===== config.mk =====
export PLATFORM = sky130hd
export DESIGN_NAME = tag_compare_stage
export DESIGN_NICKNAME = d
export VERILOG_FILES = /design/src/rtl/tag_compare_stage.sv
export SDC_FILE = /design/constraint.sdc
export NUM_CORES = 1
export LEC_CHECK = 0
export BUFFER_PORTS_ARGS = -buffer_cell sky130_fd_sc_hd__buf_2
export CAP_MARGIN = 20
export CORE_AREA = 2 2 177 179
export DETAILED_ROUTE_END_ITERATION = 10
export DIE_AREA = 0 0 179 181
export HOLD_SLACK_MARGIN = 0.08
export PLACE_DENSITY = 0.53
export SETUP_SLACK_MARGIN = 0.1
export SLEW_MARGIN = 20
export SYNTH_ARGS = -nofsm -noshare
export SYNTH_HDL_FRONTEND = slang
export SYNTH_SLANG_ARGS = --single-unit
export TNS_END_PERCENT = 30

===== constraint.sdc =====
create_clock -name clk -period 3.05 [get_ports clk]
set_input_delay 0 -clock clk [delete_from_list [all_inputs] [get_ports clk]]
set_output_delay 0 -clock clk [all_outputs]
set_load 0.02 [all_outputs]

===== src/rtl/tag_compare_stage.sv =====
// tag_compare_stage: way tag compare, hit encode and registered handoff to data-select with hit/miss stats
module tag_compare_stage #(
  parameter int DATA_WIDTH = 32,
  parameter int DOSA = 4,
  parameter int ENCODER_WIDTH = 2,
  parameter int ADDR_WIDTH = 33,
  parameter int TAG_WIDTH = 20,
  parameter int TAG_LSB = 12,
  parameter int CNT_WIDTH = 32
) (
  input  logic                       clk,
  input  logic                       rst,
  input  logic                       s1_valid,
  output logic                       s1_ready,
  input  logic [ADDR_WIDTH-1:0]      Address_pe,
  input  logic [TAG_WIDTH*DOSA-1:0]  tag_rd,
  input  logic [DOSA-1:0]            valid_rd,
  input  logic [DATA_WIDTH*DOSA-1:0] data_rd,
  output logic                       s2_valid,
  input  logic                       s3_ready,
  output logic [DATA_WIDTH*DOSA-1:0] Data_x,
  output logic                       HIT,
  output logic                       Rd_Wr,
  output logic [ENCODER_WIDTH-1:0]   hit_encode,
  output logic                       multi_hit_err,
  input  logic                       clr_stats,
  output logic [CNT_WIDTH-1:0]       hit_count,
  output logic [CNT_WIDTH-1:0]       miss_count
);
  logic [DOSA-1:0] match;
  logic [ENCODER_WIDTH-1:0] enc;
  logic hit, multi, acc;
  for (genvar g = 0; g < DOSA; g++) begin : g_way
    assign match[g] = valid_rd[g] && (tag_rd[g*TAG_WIDTH +: TAG_WIDTH] == Address_pe[TAG_LSB +: TAG_WIDTH]);
  end
  always_comb begin
    enc = '0;
    for (int i = DOSA-1; i >= 0; i--) enc = match[i] ? ENCODER_WIDTH'(i) : enc;
  end
  assign hit = |match;
  assign multi = |(match & (match - DOSA'(1)));
  assign s1_ready = !s2_valid || s3_ready;
  assign acc = s1_valid && s1_ready;
  always_ff @(posedge clk) begin
    if (rst) begin
      s2_valid <= 1'b0;
      Data_x <= '0;
      HIT <= 1'b0;
      Rd_Wr <= 1'b0;
      hit_encode <= '0;
      multi_hit_err <= 1'b0;
      hit_count <= '0;
      miss_count <= '0;
    end else begin
      s2_valid <= acc || (s2_valid && !s3_ready);
      Data_x <= acc ? data_rd : Data_x;
      HIT <= acc ? hit : HIT;
      Rd_Wr <= acc ? Address_pe[ADDR_WIDTH-1] : Rd_Wr;
      hit_encode <= acc ? enc : hit_encode;
      multi_hit_err <= !clr_stats && (multi_hit_err || (acc && multi));
      hit_count <= clr_stats ? '0 : hit_count + CNT_WIDTH'(acc && hit && !(&hit_count));
      miss_count <= clr_stats ? '0 : miss_count + CNT_WIDTH'(acc && !hit && !(&miss_count));
    end
  end
endmodule

Yosys cells after proc, flatten, opt, wreduce, memory -nomap -nowiden
Index checks and enable logic that the tools add are counted.
{"block": "classes", "add_sub_neg": 3, "n_reduce_logical": 26, "n_mux": 4, "bitwise_logic": 1, "n_eq_ne": 4}
{"cell": "equality test 20 bit", "n": 4}
{"cell": "adder 32 x 1 -> 32 bit", "n": 2}
{"cell": "AND reduction 32 bit", "n": 2}
{"cell": "logical AND 1 bit", "n": 12}
{"cell": "2-to-1 mux 2 bit", "n": 4}
{"cell": "OR reduction 4 bit", "n": 2}
{"cell": "logical NOT 1 bit", "n": 6}
{"cell": "AND 4 bit", "n": 1}
{"cell": "subtractor 4 x 1 -> 4 bit (second input constant)", "n": 1}
{"cell": "logical OR 1 bit", "n": 3}
{"cell": "OR reduction 2 bit", "n": 1}
{"block": "word_totals", "ff_bits": 198, "out_inout_bits": 199, "inputBits": 250}

Logic depth before layout (Yosys ltp)
Gate-level depths: netlist (run 1).
{"block": "depth", "word_depth": 8, "depth_mapped": 14, "mapped_depth_nobuf": 14}

Worst setup path before layout (run 1)
Ideal clock, no wire load.
{"block": "synth_timing", "path_kind": "register to register", "startpoint": "register miss_count[20]", "endpoint": "register miss_count[16]", "required_ps": 2922, "path_stages_with_launch": 14, "setup_ps": 128, "setup_slack_ps": 206, "path_buffers": 0, "period_less_slack_ps": 2844, "arrival_time_ps": 2717, "path_cell_list": "dfxtp_1 > nand4_1 > nor3_1 > nand4_1 > nor3_1 > nor3b_2 > ha_1 > ha_1 > and3_1 > and2_2 > and3_1 > nand4_1 > xor2_1 > nor2_1"}
{"block": "synth_via", "elab_chain_cells": 4}
{"item": "start: declaration", "line": "28", "source": "output logic [CNT_WIDTH-1:0] miss_count"}
{"item": "start signal: assignment", "line": "62", "source": "miss_count <= clr_stats ? '0 : miss_count + CNT_WIDTH'(acc && !hit && !(&miss_count));"}
{"item": "AND reduction 32 bit", "line": "62"}
{"item": "logical NOT 1 bit", "line": "62"}
{"item": "logical AND 1 bit", "line": "62"}
{"item": "adder 32 x 1 -> 32 bit", "line": "62"}
No other way between the ends.
A chain may end at the register's enable or synchronous reset.

Worst setup path in the final report (run 1)
{"block": "layout_timing", "startpoint": "register miss_count[25]", "endpoint": "register miss_count[16]"}
Same word-level chain as after synthesis.

==> results.md, run 1 <==
- Placed inst area: 11500 sq um
- Wire length of the first global-routing pass: 50.2 mm
- Hold Crit Class: primary input to flip-flop
- Final Hold Violating Endpoints: 0
- Setup Skew: 7.55 ps
- Routed length per instance: 16.3 um
- Rows: 64
- Tcrit/Tclk final: 90.9%
- Initial Util: 28.3%
- Multi-input gate area: 4430 sq um
- Syn Area/Cell: 8.22 sq um
- Total power: 5.97 mW
- I/O Buffers: 436
- Tmin final: 2770 ps
- Initial DRC Count: 426
- Max Cap Viol: 0
- Slew Limit Fails: 0
- Sequential cell area fraction in the yosys report: 46.2%
- Crit end category: flip-flop
- CP Launch Type: flip-flop
- Clock latency on the worst-skew pair: 450 ps
- Syn nets: 1298
- #FFs+latches synth: 198
- Pleak: 6.19 nW
- Gr usage total: 20.2%
- Root buffer cell: clkbuf_16
- Final Net Count: 1900
- Post-Route WL: 33.5 mm
- Power Density: 440 nW/um^2
- Post-Syn Area: 8580 sq um
- Max VDD drop: 0.357 mV
- Mux contribution to synthesized area: 0%
- Detailed Routing Iterations Pass 1: 4
- DP HPWL: 24.6 mm
- Worst-path clk slew: 70 ps
- Cts bufs inserted: 17
- Fin Hold WS: 125 ps
- Register area: 3960 sq um
- Arrival time worst endpoint: 3090 ps
- Antenna violations before repair: 2
- Adder-Cell Fraction of Synth Area: 0.583%
- Crit path largest cell delay: 410 ps
- Post-route antenna net violation count: 0
- Final setup fails: 0
- Vias in the first global route: 9406
- Design area: 13600 sq um
- Top cell type by total area after synthesis: dfxtp_1
- Horiz. Die Dim: 179 um
- Area Growth Syn to Fin: 57.9%
- Tightest Pin Transition: 798 ps
- Main combinational cell family by area after synthesis: simple AND/OR/NAND/NOR gates
- Critical Path, Cell by Cell: and3_1, and3_1, nand4_1, nor3_1, nor3b_2, ha_1, ha_1, and3_1, and2_2, and3_1, nand4_1, xor2_1, nor2_1
- Synth Area in XOR/XNOR: 13.7%
- CP Max Fanout: 4
- Share of cells above drive strength 1: 32.3%
- H-tree depth: 4
- Complex-gate fraction of the synthesized area: 9.10%
- GP Congestion: 0.955
- Die ar.: 32400 sq um
- Achievable Freq: 0.361 GHz
- Netlist cell types: 41
- Area contributors post-synth: dfxtp_1, nand2_1, xor2_1, a21oi_1, xnor2_1
- Overflow after GRT: 0
- Core ar.: 30300 sq um
- Post-route DRC violation count: 0
- I/O pin cnt: 449
- Slowest CP cell: dfxtp_1
- Worst relative slew slack: 46.8%
- DR vias: 9412
- Worst path top cell family by delay: simple AND/OR/NAND/NOR gates
- Die Y: 181 um
- Post-synth top area share: 46.2%
- Fill count: 3081
- Simple-gate portion of the synthesized area: 28.1%
- Vias per cell: 4.58
- Outcome: completed
- Yosys warnings: 0
- Worst-case clock buffer depth: 2
- CTS tree: done
- Critical Path RT: 3370 ps
- Critical path class: flip-flop to flip-flop
- Synth Instances: 1044
- Bufs and invs on worst path: 0
- Clock sink count: 198
- Largest net degree at the start of global routing: 115
- Top cell by count, worst path: and3_1
- Core Util, Final: 44.6%
- TNS Setup: 0 ps
- Unrepaired setup endpoints after global routing: true
-- area by class of cell --
type | count | area share (%)
multi-input combinational | 793 | 32.7
inverter | 1 | 0.0277
clock buffer | 19 | 3.27
antenna | 2 | 0.0369
tap | 396 | 3.66
clock inverter | 11 | 0.766
timing repair buffer | 635 | 30.3
sequential | 198 | 29.3
-- registers in the layout (all words and copies together) (netlist names) --
register	flops
Data_x	128
HIT	1
Rd_Wr	1
hit_count	32
hit_encode	2
miss_count	32
multi_hit_err	1
s2_valid	1
-- per-stage QoR --
| stage | std cells | setup WS (ps) |
|---|---|---|
| 2_1_floorplan | 1044 | 206 |
| 3_3_place_gp | 1869 | -50.5 |
| 3_5_place_dp | 1869 | -64.1 |
| 4_1_cts | 2053 | 139 |
| 5_1_grt | 2055 | 61.6 |
| 6_report | 2055 | 278 |
-- worst paths after layout --
check | startpoint | end | slack (ps) | cells past startpoint
worst max-delay path | miss_count[25] | miss_count[16] | 280 | 13
worst min-delay path | valid_rd[0] | hit_encode[0] | 130 | 5
worst max register to register | miss_count[25] | miss_count[16] | 280 | 13
worst min register to register | Data_x[55] | Data_x[55] | 450 | 2
-- Yosys cell counts --
cell type,number
nand2_1,293
dfxtp_1,198
a21oi_1,138
xor2_1,100
nor2_1,63
clkbuf_1,47
xnor2_1,34
nand4_1,26
nand3_1,22
nor4_1,22
nor3_1,21
and3_1,9
or3_1,8
and2_1,6
o21ai_0,6
and4_1,4
ha_1,4
nand4b_1,4
nor4_4,4
and4_4,3
buf_2,3
nor3_2,3
nor4b_2,3
a211oi_1,2
buf_1,2
nand2b_1,2
nand3_4,2
nand4_4,2
a211oi_2,1
and2_2,1
inv_1,1
nand3b_1,1
nor2_2,1
nor3b_2,1
nor4_2,1
nor4b_1,1
o2111ai_1,1
o211ai_1,1
o311ai_1,1
o31ai_1,1
or2_2,1
-- per-layer routing --
metal / up-vias / global-route usage [%] / wire [um]
li1: 4699 / - / -
met1: 4294 / 21.0 / 12800
met2: 335 / 36.8 / 17300
met3: 84 / 4.88 / 1970
met4: 0 / 10.8 / 1470
met5: - / 0 / 0
-- placed cells by master (no fill, tap or decap), types with 5 or more instances in the layout --
| cell type | netlist | final |
|---|---|---|
| and3_1 | 9 | 9 |
| nand3_1 | 22 | 22 |
| nor3_1 | 21 | 21 |
| dlygate4sd3_1 | 0 | 154 |
| nand4_1 | 26 | 26 |
| buf_4 | 0 | 43 |
| xnor2_1 | 34 | 34 |
| nor4_1 | 22 | 21 |
| o21ai_0 | 6 | 6 |
| dfxtp_1 | 198 | 198 |
| a21oi_1 | 138 | 138 |
| nor2_1 | 63 | 63 |
| buf_2 | 3 | 435 |
| xor2_1 | 100 | 100 |
| clkbuf_16 | 0 | 17 |
| nand2_1 | 293 | 292 |
| or3_1 | 8 | 8 |
| and2_1 | 6 | 5 |
-- timing repair --
item | 4_1_cts | 5_1_grt
hold endpoints to repair | 137 | 0
endpoints found under the setup margin | 0 | 8
gates resized for setup | 0 | 1
hold buffers | 154 | 0
setup buffers | 0 | 0
-- where the power goes --
group | leakage, nW | switching [mW] | internal (mW)
sequential | 1.62 | 0.0476 | 2.69
combinational | 4.31 | 0.590 | 0.457
clock | 0.265 | 1.04 | 1.14
total | 6.19 | 1.68 | 4.28
-- worst register-to-register path, cell delays in order, from the launching register on --
cell and delay, ps:
dfxtp_1 410, and3_1 220, and3_1 250, nand4_1 110
nor3_1 240, nor3b_2 80, ha_1 200, ha_1 220
and3_1 210, and2_2 200, and3_1 210, nand4_1 110
xor2_1 150, nor2_1 50
-- logic make-up (layout without fill, tap and decap cells) --
logic type | Yosys count | in the layout
simple gates | 504 | 504
flops | 198 | 198
compound gates | 151 | 151
xor+xnor | 134 | 134
buf+inv | 53 | 666
fa+ha+maj | 4 | 4
other cells | 0 | 2
(Power assumes the default switching activity.)
==> inputs of run 2 (changes only) <==
==> constraint.sdc (replaced) <==
create_clock -name clk -period 3.1 [get_ports clk]
set_input_delay 0 -clock clk [delete_from_list [all_inputs] [get_ports clk]]
set_output_delay 0 -clock clk [all_outputs]
set_load 0.02 [all_outputs]
==> results.md, run 2 (synthesis results as in run 1) <==
- Outcome: completed
- Met3 Use GR: 4.52% (-0.36 points)
- Post-route DRC violation count: 0 (unchanged)
- Crit path largest cell delay: 410 ps (about the same)
- Worst-case clock buffer depth: 2 (unchanged)
- Core ar.: 30300 sq um (unchanged)
- Critical path class: flip-flop to flip-flop
- Arrival time worst endpoint: 3020 ps (-70 ps)
- Achievable Freq: 0.368 GHz (+2.0%)
- Share of cells above drive strength 1: 31.9% (-0.48 points)
- Hold Crit Depth: 5 (unchanged)
- Root buffer cell: clkbuf_16
- Die ar.: 32400 sq um (unchanged)
- Worst path top cell family by delay: simple AND/OR/NAND/NOR gates
- Slew Limit Fails: 0 (unchanged)
- CP Max Fanout: 4 (unchanged)
- CP Launch Type: flip-flop
- TNS Setup: 0 ps (unchanged)
- Global route hottest layer: met2
- H-tree depth: 4 (unchanged)
- Total power: 6.24 mW (+4.6%)
- Critical Path RT: 3410 ps (+40 ps)
- Crit path depth: 13 (unchanged)
- Slowest CP cell: dfxtp_1
- Clock sink count: 198 (unchanged)
- M1 GR Usage: 22.3% (+1.3 points)
- Gate power share: 16.5% (-1.1 points)
- Final Hold Violating Endpoints: 0 (unchanged)
- Register with the highest flop count: Data_x
- Die Y: 181 um (unchanged)
- Max Cap Viol: 0 (unchanged)
- Post-route antenna net violation count: 0 (unchanged)
- Initial DRC Count: 446 (+4.7%)
- Top flop regs: Data_x: 128 flops, hit_count: 32 flops, miss_count: 32 flops
- Critical Path, Cell by Cell: and3_1, and3_1, nand4_1, nor3_2, nor3b_2, ha_1, ha_1, and3_1, and2_2, and3_1, nand4_1, xor2_1, nor2_1
- Wire length of the first global-routing pass: 51.2 mm (+2.0%)
- Power Density: 456 nW/um^2 (+3.5%)
- Initial Util: 28.3% (unchanged)
- Final Net Count: 1901 (+0.053%)
- Gr usage total: 20.4% (+0.19 points)
- Crit end category: flip-flop
- Most frequent cells in the layout: buf_2, nand2_1, dfxtp_1, dlygate4sd3_1, a21oi_1
- Worst relative slew slack: 49.0% (+2.2 points)
- NetSw: 1.64 mW (-2.3%)
- Flop pwr share: 43.1% (-2.7 points)
- Hold Crit Class: primary input to flip-flop
- Area Growth Syn to Fin: 59.5%
- Unrepaired setup endpoints after global routing: false
- Pleak: 6.26 nW (+1.0%)
- DP HPWL: 24.3 mm (-1.1%)
- Pint: 4.60 mW (+7.3%)
- Detailed Routing Iterations Pass 1: 4 (unchanged)
- Tightest Pin Transition: 765 ps (-33.0 ps)
- Net Sw Frac: 26.3% (-1.9 points)
- Overflow after GRT: 0 (unchanged)
- Top cell by count, worst path: and3_1
- Worst-path clk slew: 70 ps (about the same)
- Vias in the first global route: 9685 (+3.0%)
- Max VDD drop: 0.321 mV (-10%)
- Met2 Use GR: 37.0% (+0.15 points)
- Commonest non-fill, non-tap cell in the layout: buf_2
- Largest register FFs: 128 (unchanged)
- Clock Power Share: 40.4% (+3.8 points)
- Clock latency on the worst-skew pair: 440 ps (about the same)
- I/O Buffers: 436 (unchanged)
- Post-Route WL: 33.2 mm (-0.97%)
- GP Congestion: 0.965 (+1.0%)
- Routed length per instance: 16.1 um (-1.1%)
- Vias per cell: 4.59 (+0.23%)
- Antenna violations before repair: 2 (unchanged)
- I/O pin cnt: 449 (unchanged)
- Largest net degree at the start of global routing: 69 (-40%)
- Setup Skew: 8.41 ps (+0.867 ps)
- Final setup fails: 0 (unchanged)
- Reg2Reg Setup Slack: 380 ps (+100 ps)
- Cts bufs inserted: 17 (unchanged)
- Register area: 3960 sq um (unchanged)
- Bufs and invs on worst path: 0 (unchanged)
- Reg2Reg Depth: 13 (unchanged)
- Horiz. Die Dim: 179 um (unchanged)
- Tmin final: 2720 ps (-54.2 ps)
- Fill count: 3090 (+0.29%)
- CTS tree: done
- Multi-input gate area: 4440 sq um (+0.14%)
- Rows: 64 (unchanged)
- DR vias: 9447 (+0.37%)
- Tcrit/Tclk final: 87.7% (-3.2 points)
[run 2: changes by cell type in the layout (fill, tap and decap cells not counted), moves of 2 or more]
cell           previous run  this run
bufinv_16                 1         5
clkbuf_8                  1         3
clkinv_4                  3         1
dlygate4sd3_1           154       166
buf_12                    3         1
buf_4                    43        34
[run 2: layout make-up]
| type | count | area share (%) |
|---|---|---|
| clock buffers | 21 | 3.44 |
| clock inverters | 11 | 1.42 |
| well taps | 396 | 3.62 |
| repair buffers | 636 | 30.1 |
| inverters | 1 | 0.0274 |
| multi-input cells | 793 | 32.4 |
| flip-flops and latches | 198 | 29.0 |
| diodes | 2 | 0.0366 |
[run 2: worst paths after layout]
check | startpoint | to
min | valid_rd[0] | multi_hit_err
max | miss_count[25] | miss_count[16]
min reg2reg | Data_x[7] | Data_x[7]
max reg2reg | miss_count[25] | miss_count[16]
[run 2: tightest hold or removal path, stage by stage]
cell and delay (ps):
buf_2 110, nand2_1 70, nor3_2 60, nor3_1 180
o31ai_1 100
[run 2: metrics by stage]
step	cells	worst slack, ps	utilization, %	hold WS, ps	cell area [sq um]
floorplan	1044	256	-	129	8580
global placement	1855	10.6	37.3	241	11300
detailed placement	1855	29.5	37.3	247	11300
CTS	2053	156	45.0	93.2	13600
global route	2058	131	45.1	186	13700
finish	2058	382	45.1	118	13700
[run 2: timing repair]
action                     in CTS  in global routing
gates resized for setup         0                  3
setup buffers                   0                  3
hold endpoints to repair      138                  0
hold buffers                  166                  0
setup endpoints to repair       0                 12
[run 2: metal layers]
metal,vias to the layer above,part of all wire [%],wire (um)
met1,4363,39,12800
met5,-,0,0
met3,67,5.5,1820
met2,324,52,17300
li1,4693,-,-
met4,0,3.7,1230
[run 2: power by group through the flow]
stage | Combinational, mW | Clock [mW] | Sequential [mW]
global route | 1.12 | 2.70 | 2.70
CTS | 1.03 | 2.61 | 2.69
finish | 1.03 | 2.52 | 2.69
detailed placement | 0.863 | 0 | 2.75
floorplan | 0.322 | 0 | 2.87
global placement | 0.860 | 0 | 2.74
==> inputs of run 3 (changes only) <==
--- a/config.mk
+++ b/config.mk
@@ -5,13 +5,14 @@
 export SDC_FILE = /design/constraint.sdc
 export NUM_CORES = 1
 export LEC_CHECK = 0
+export ABC_AREA = 1
 export BUFFER_PORTS_ARGS = -buffer_cell sky130_fd_sc_hd__buf_2
 export CAP_MARGIN = 20
-export CORE_AREA = 2 2 177 179
+export CORE_AREA = 2 2 176 178
 export DETAILED_ROUTE_END_ITERATION = 10
-export DIE_AREA = 0 0 179 181
+export DIE_AREA = 0 0 178 180
 export HOLD_SLACK_MARGIN = 0.08
-export PLACE_DENSITY = 0.53
+export PLACE_DENSITY = 0.56
 export SETUP_SLACK_MARGIN = 0.1
 export SLEW_MARGIN = 20
 export SYNTH_ARGS = -nofsm -noshare
==> results.md, run 3 <==
- Die ar.: 32000 sq um (-1.1%)
- Synth Flop Type: dfxtp_1
- Area Growth Syn to Fin: 49.3%
- Post-route antenna net violation count: 0 (unchanged)
- CTS tree: done
- Power Density: 450 nW/um^2 (-1.3%)
- Largest register FFs: 128 (unchanged)
- CP Max Fanout: 5 (+1)
- Die Y: 180 um (-0.55%)
- Reg2Reg Setup Slack: 460 ps (+80 ps)
- Outcome: completed
- Tmin final: 2640 ps (-76.1 ps)
- Pre-CTS setup slack: -12.9 ps (-42.3 ps)
- Arrival time worst endpoint: 2980 ps (-40 ps)
- Rows: 64 (unchanged)
- Initial DRC Count: 556 (+25%)
- Placed instance count: 2189 (+18%)
- Placed inst area: 11800 sq um (+4.0%)
- Total power: 6.19 mW (-0.85%)
- Area contributors post-synth: dfxtp_1, nor2_1, nand2_1, o21ai_0, inv_1
- Core ar.: 30200 sq um (-0.53%)
- Largest net degree at the start of global routing: 99 (+43%)
- Most frequent cells in the layout: buf_2, nor2_1, nand2_1, dfxtp_1, o21ai_0
- Hold Crit Class: primary input to flip-flop
- Worst relative slew slack: 42.9% (-6.1 points)
- Top cell type by total area after synthesis: dfxtp_1
- Achievable Freq: 0.378 GHz (+2.9%)
- Core Util, Final: 45.5% (+0.44 points)
- Critical Path RT: 3440 ps (+30 ps)
- Vias per cell: 4.49 (-2.1%)
- Register with the highest flop count: Data_x
- Sequential cell area fraction in the yosys report: 43.0% (-3.1 points)
- Post-Syn Area: 9210 sq um (+7.3%)
- Wire length of the first global-routing pass: 52.9 mm (+3.4%)
- EDFF count, synth: 0 (unchanged)
- Share of cells above drive strength 1: 26.4% (-5.4 points)
- Detailed Routing Iterations Pass 1: 5 (+1)
- Gr usage total: 21.0% (+0.67 points)
- Critical path class: flip-flop to flip-flop
- Max VDD drop: 0.325 mV (+1.2%)
- Fin Hold WS: 159 ps (+41.1 ps)
- Synth top cells by count: nor2_1, nand2_1, dfxtp_1
- Commonest non-fill, non-tap cell in the layout: buf_2
- Vias in the first global route: 10300 (+5.9%)
- Worst-path clk slew: 80 ps (about the same)
- Setup ws final: 458 ps (+76.1 ps)
- Multi-input gate area: 4460 sq um (+0.54%)
- Register area: 3960 sq um (unchanged)
- #FFs+latches synth: 198 (unchanged)
- Routed length per instance: 14.7 um (-9.1%)
- Tcrit/Tclk final: 85.2% (-2.5 points)
- GP Congestion: 0.979 (+1.5%)
- CP Launch Type: flip-flop
- Slew Limit Fails: 0 (unchanged)
- TNS Setup: 0 ps (unchanged)
- DP HPWL: 25.9 mm (+6.5%)
- Cts bufs inserted: 17 (unchanged)
- Setup Skew: 13.8 ps (+5.39 ps)
- I/O pin cnt: 449 (unchanged)
- Synth Instances: 1397 (+34%)
- Layout Cells excl Fill: 2358 (+15%)
- Tightest Pin Transition: 856 ps (+91.7 ps)
- Initial Util: 30.5% (+2.2 points)
- Top flop regs: Data_x: 128 flops, hit_count: 32 flops, miss_count: 32 flops
- Netlist cell types: 32 (-22%)
- Overflow after GRT: 0 (unchanged)
- Syn nets: 1651 (+27%)
- Antenna violations before repair: 4 (+2)
- Post-Route WL: 34.6 mm (+4.2%)
- Horiz. Die Dim: 178 um (-0.56%)
- Post-synth top area share: 43.0% (-3.1 points)
- Design area: 13700 sq um (+0.45%)
- H-tree depth: 4 (unchanged)
- Max Cap Viol: 0 (unchanged)
- I/O Buffers: 436 (unchanged)
- Unrepaired setup endpoints after global routing: true
- Syn Area/Cell: 6.59 sq um (-20%)
- Yosys warnings: 0 (unchanged)
- Fill count: 3063 (-0.87%)
- Ys async rst share: 0% (unchanged)
- Final setup fails: 0 (unchanged)
- Final Net Count: 2199 (+16%)
- Count leader, synth: nor2_1
- Root buffer cell: clkbuf_16
- Clock latency on the worst-skew pair: 450 ps (about the same)
- Clock sink count: 198 (unchanged)
- Worst-case clock buffer depth: 2 (unchanged)
- Post-route DRC violation count: 0 (unchanged)
- Pleak: 6.93 nW (+11%)
- Final Hold Violating Endpoints: 0 (unchanged)
- Crit end category: flip-flop
- DR vias: 10600 (+12%)
-- run 3: report_power, final --
group | switching [mW] | leakage, nW | total (mW) | internal, mW
combinational | 0.659 | 5.00 | 1.12 | 0.457
sequential | 0.0633 | 1.63 | 2.74 | 2.68
clock | 1.10 | 0.300 | 2.33 | 1.23
total | 1.82 | 6.93 | 6.19 | 4.36
-- run 3: routing by layer --
layer,up-vias,routed length (um),GRT usage (%)
met3,54,2620,5.12
li1,5458,-,-
met1,4731,14900,25.7
met2,354,16300,35.7
met5,-,0,0
met4,0,810,7.61
-- run 3: worst paths after layout --
kind	cells past startpoint	startpoint	endpoint
worst min register to register	2	multi_hit_err	multi_hit_err
worst max register to register	18	miss_count[18]	miss_count[30]
worst max-delay path	18	miss_count[18]	miss_count[30]
worst min-delay path	8	tag_rd[26]	hit_encode[0]
-- run 3: kinds of logic (layout without fill, tap and decap cells) --
| kind of cell | count (synthesis) | in the layout | synth area share, % |
|---|---|---|---|
| AO/OA/AOI/OAI | 226 | 226 | 12.5 |
| XOR/XNOR | 17 | 17 | 1.62 |
| adder cells (fa/ha/maj) | 4 | 4 | 0.543 |
| buffers and inverters | 213 | 773 | 8.74 |
| flip-flops | 198 | 198 | 43.0 |
| other | 0 | 5 | 0 |
| AND/OR/NAND/NOR | 739 | 739 | 33.6 |
-- run 3: critical path, stage by stage (launching register included) --
cell and delay [ps]:
dfxtp_1 360, nand2_1 110, inv_1 80, nand4_1 110, nor3_1 60, nand4_1 110
nand2_1 80, nor3_2 150, ha_2 230, ha_1 210, nand2_2 100, nor2_4 130
nand2_2 100, nor2_4 150, nand3_2 130, nor2_4 140, nand2_1 80, o21ai_0 150
a21oi_1 50
-- run 3: layout make-up --
| cell class | count | share of cell area [%] |
|---|---|---|
| repair buffers | 577 | 26.0 |
| clock buffers | 17 | 3.09 |
| flip-flops and latches | 198 | 28.8 |
| inverters | 165 | 4.53 |
| well taps | 396 | 3.60 |
| diodes | 5 | 0.0910 |
| multi-input cells | 986 | 32.5 |
| clock inverters | 14 | 1.38 |
-- run 3: timing repair --
item / CTS / global route
hold endpoints to repair: 135 / 0
setup endpoints to repair: 0 / 5
gates resized for setup: 0 / 5
buffers inserted: 0 / 0
hold buffers: 133 / 0
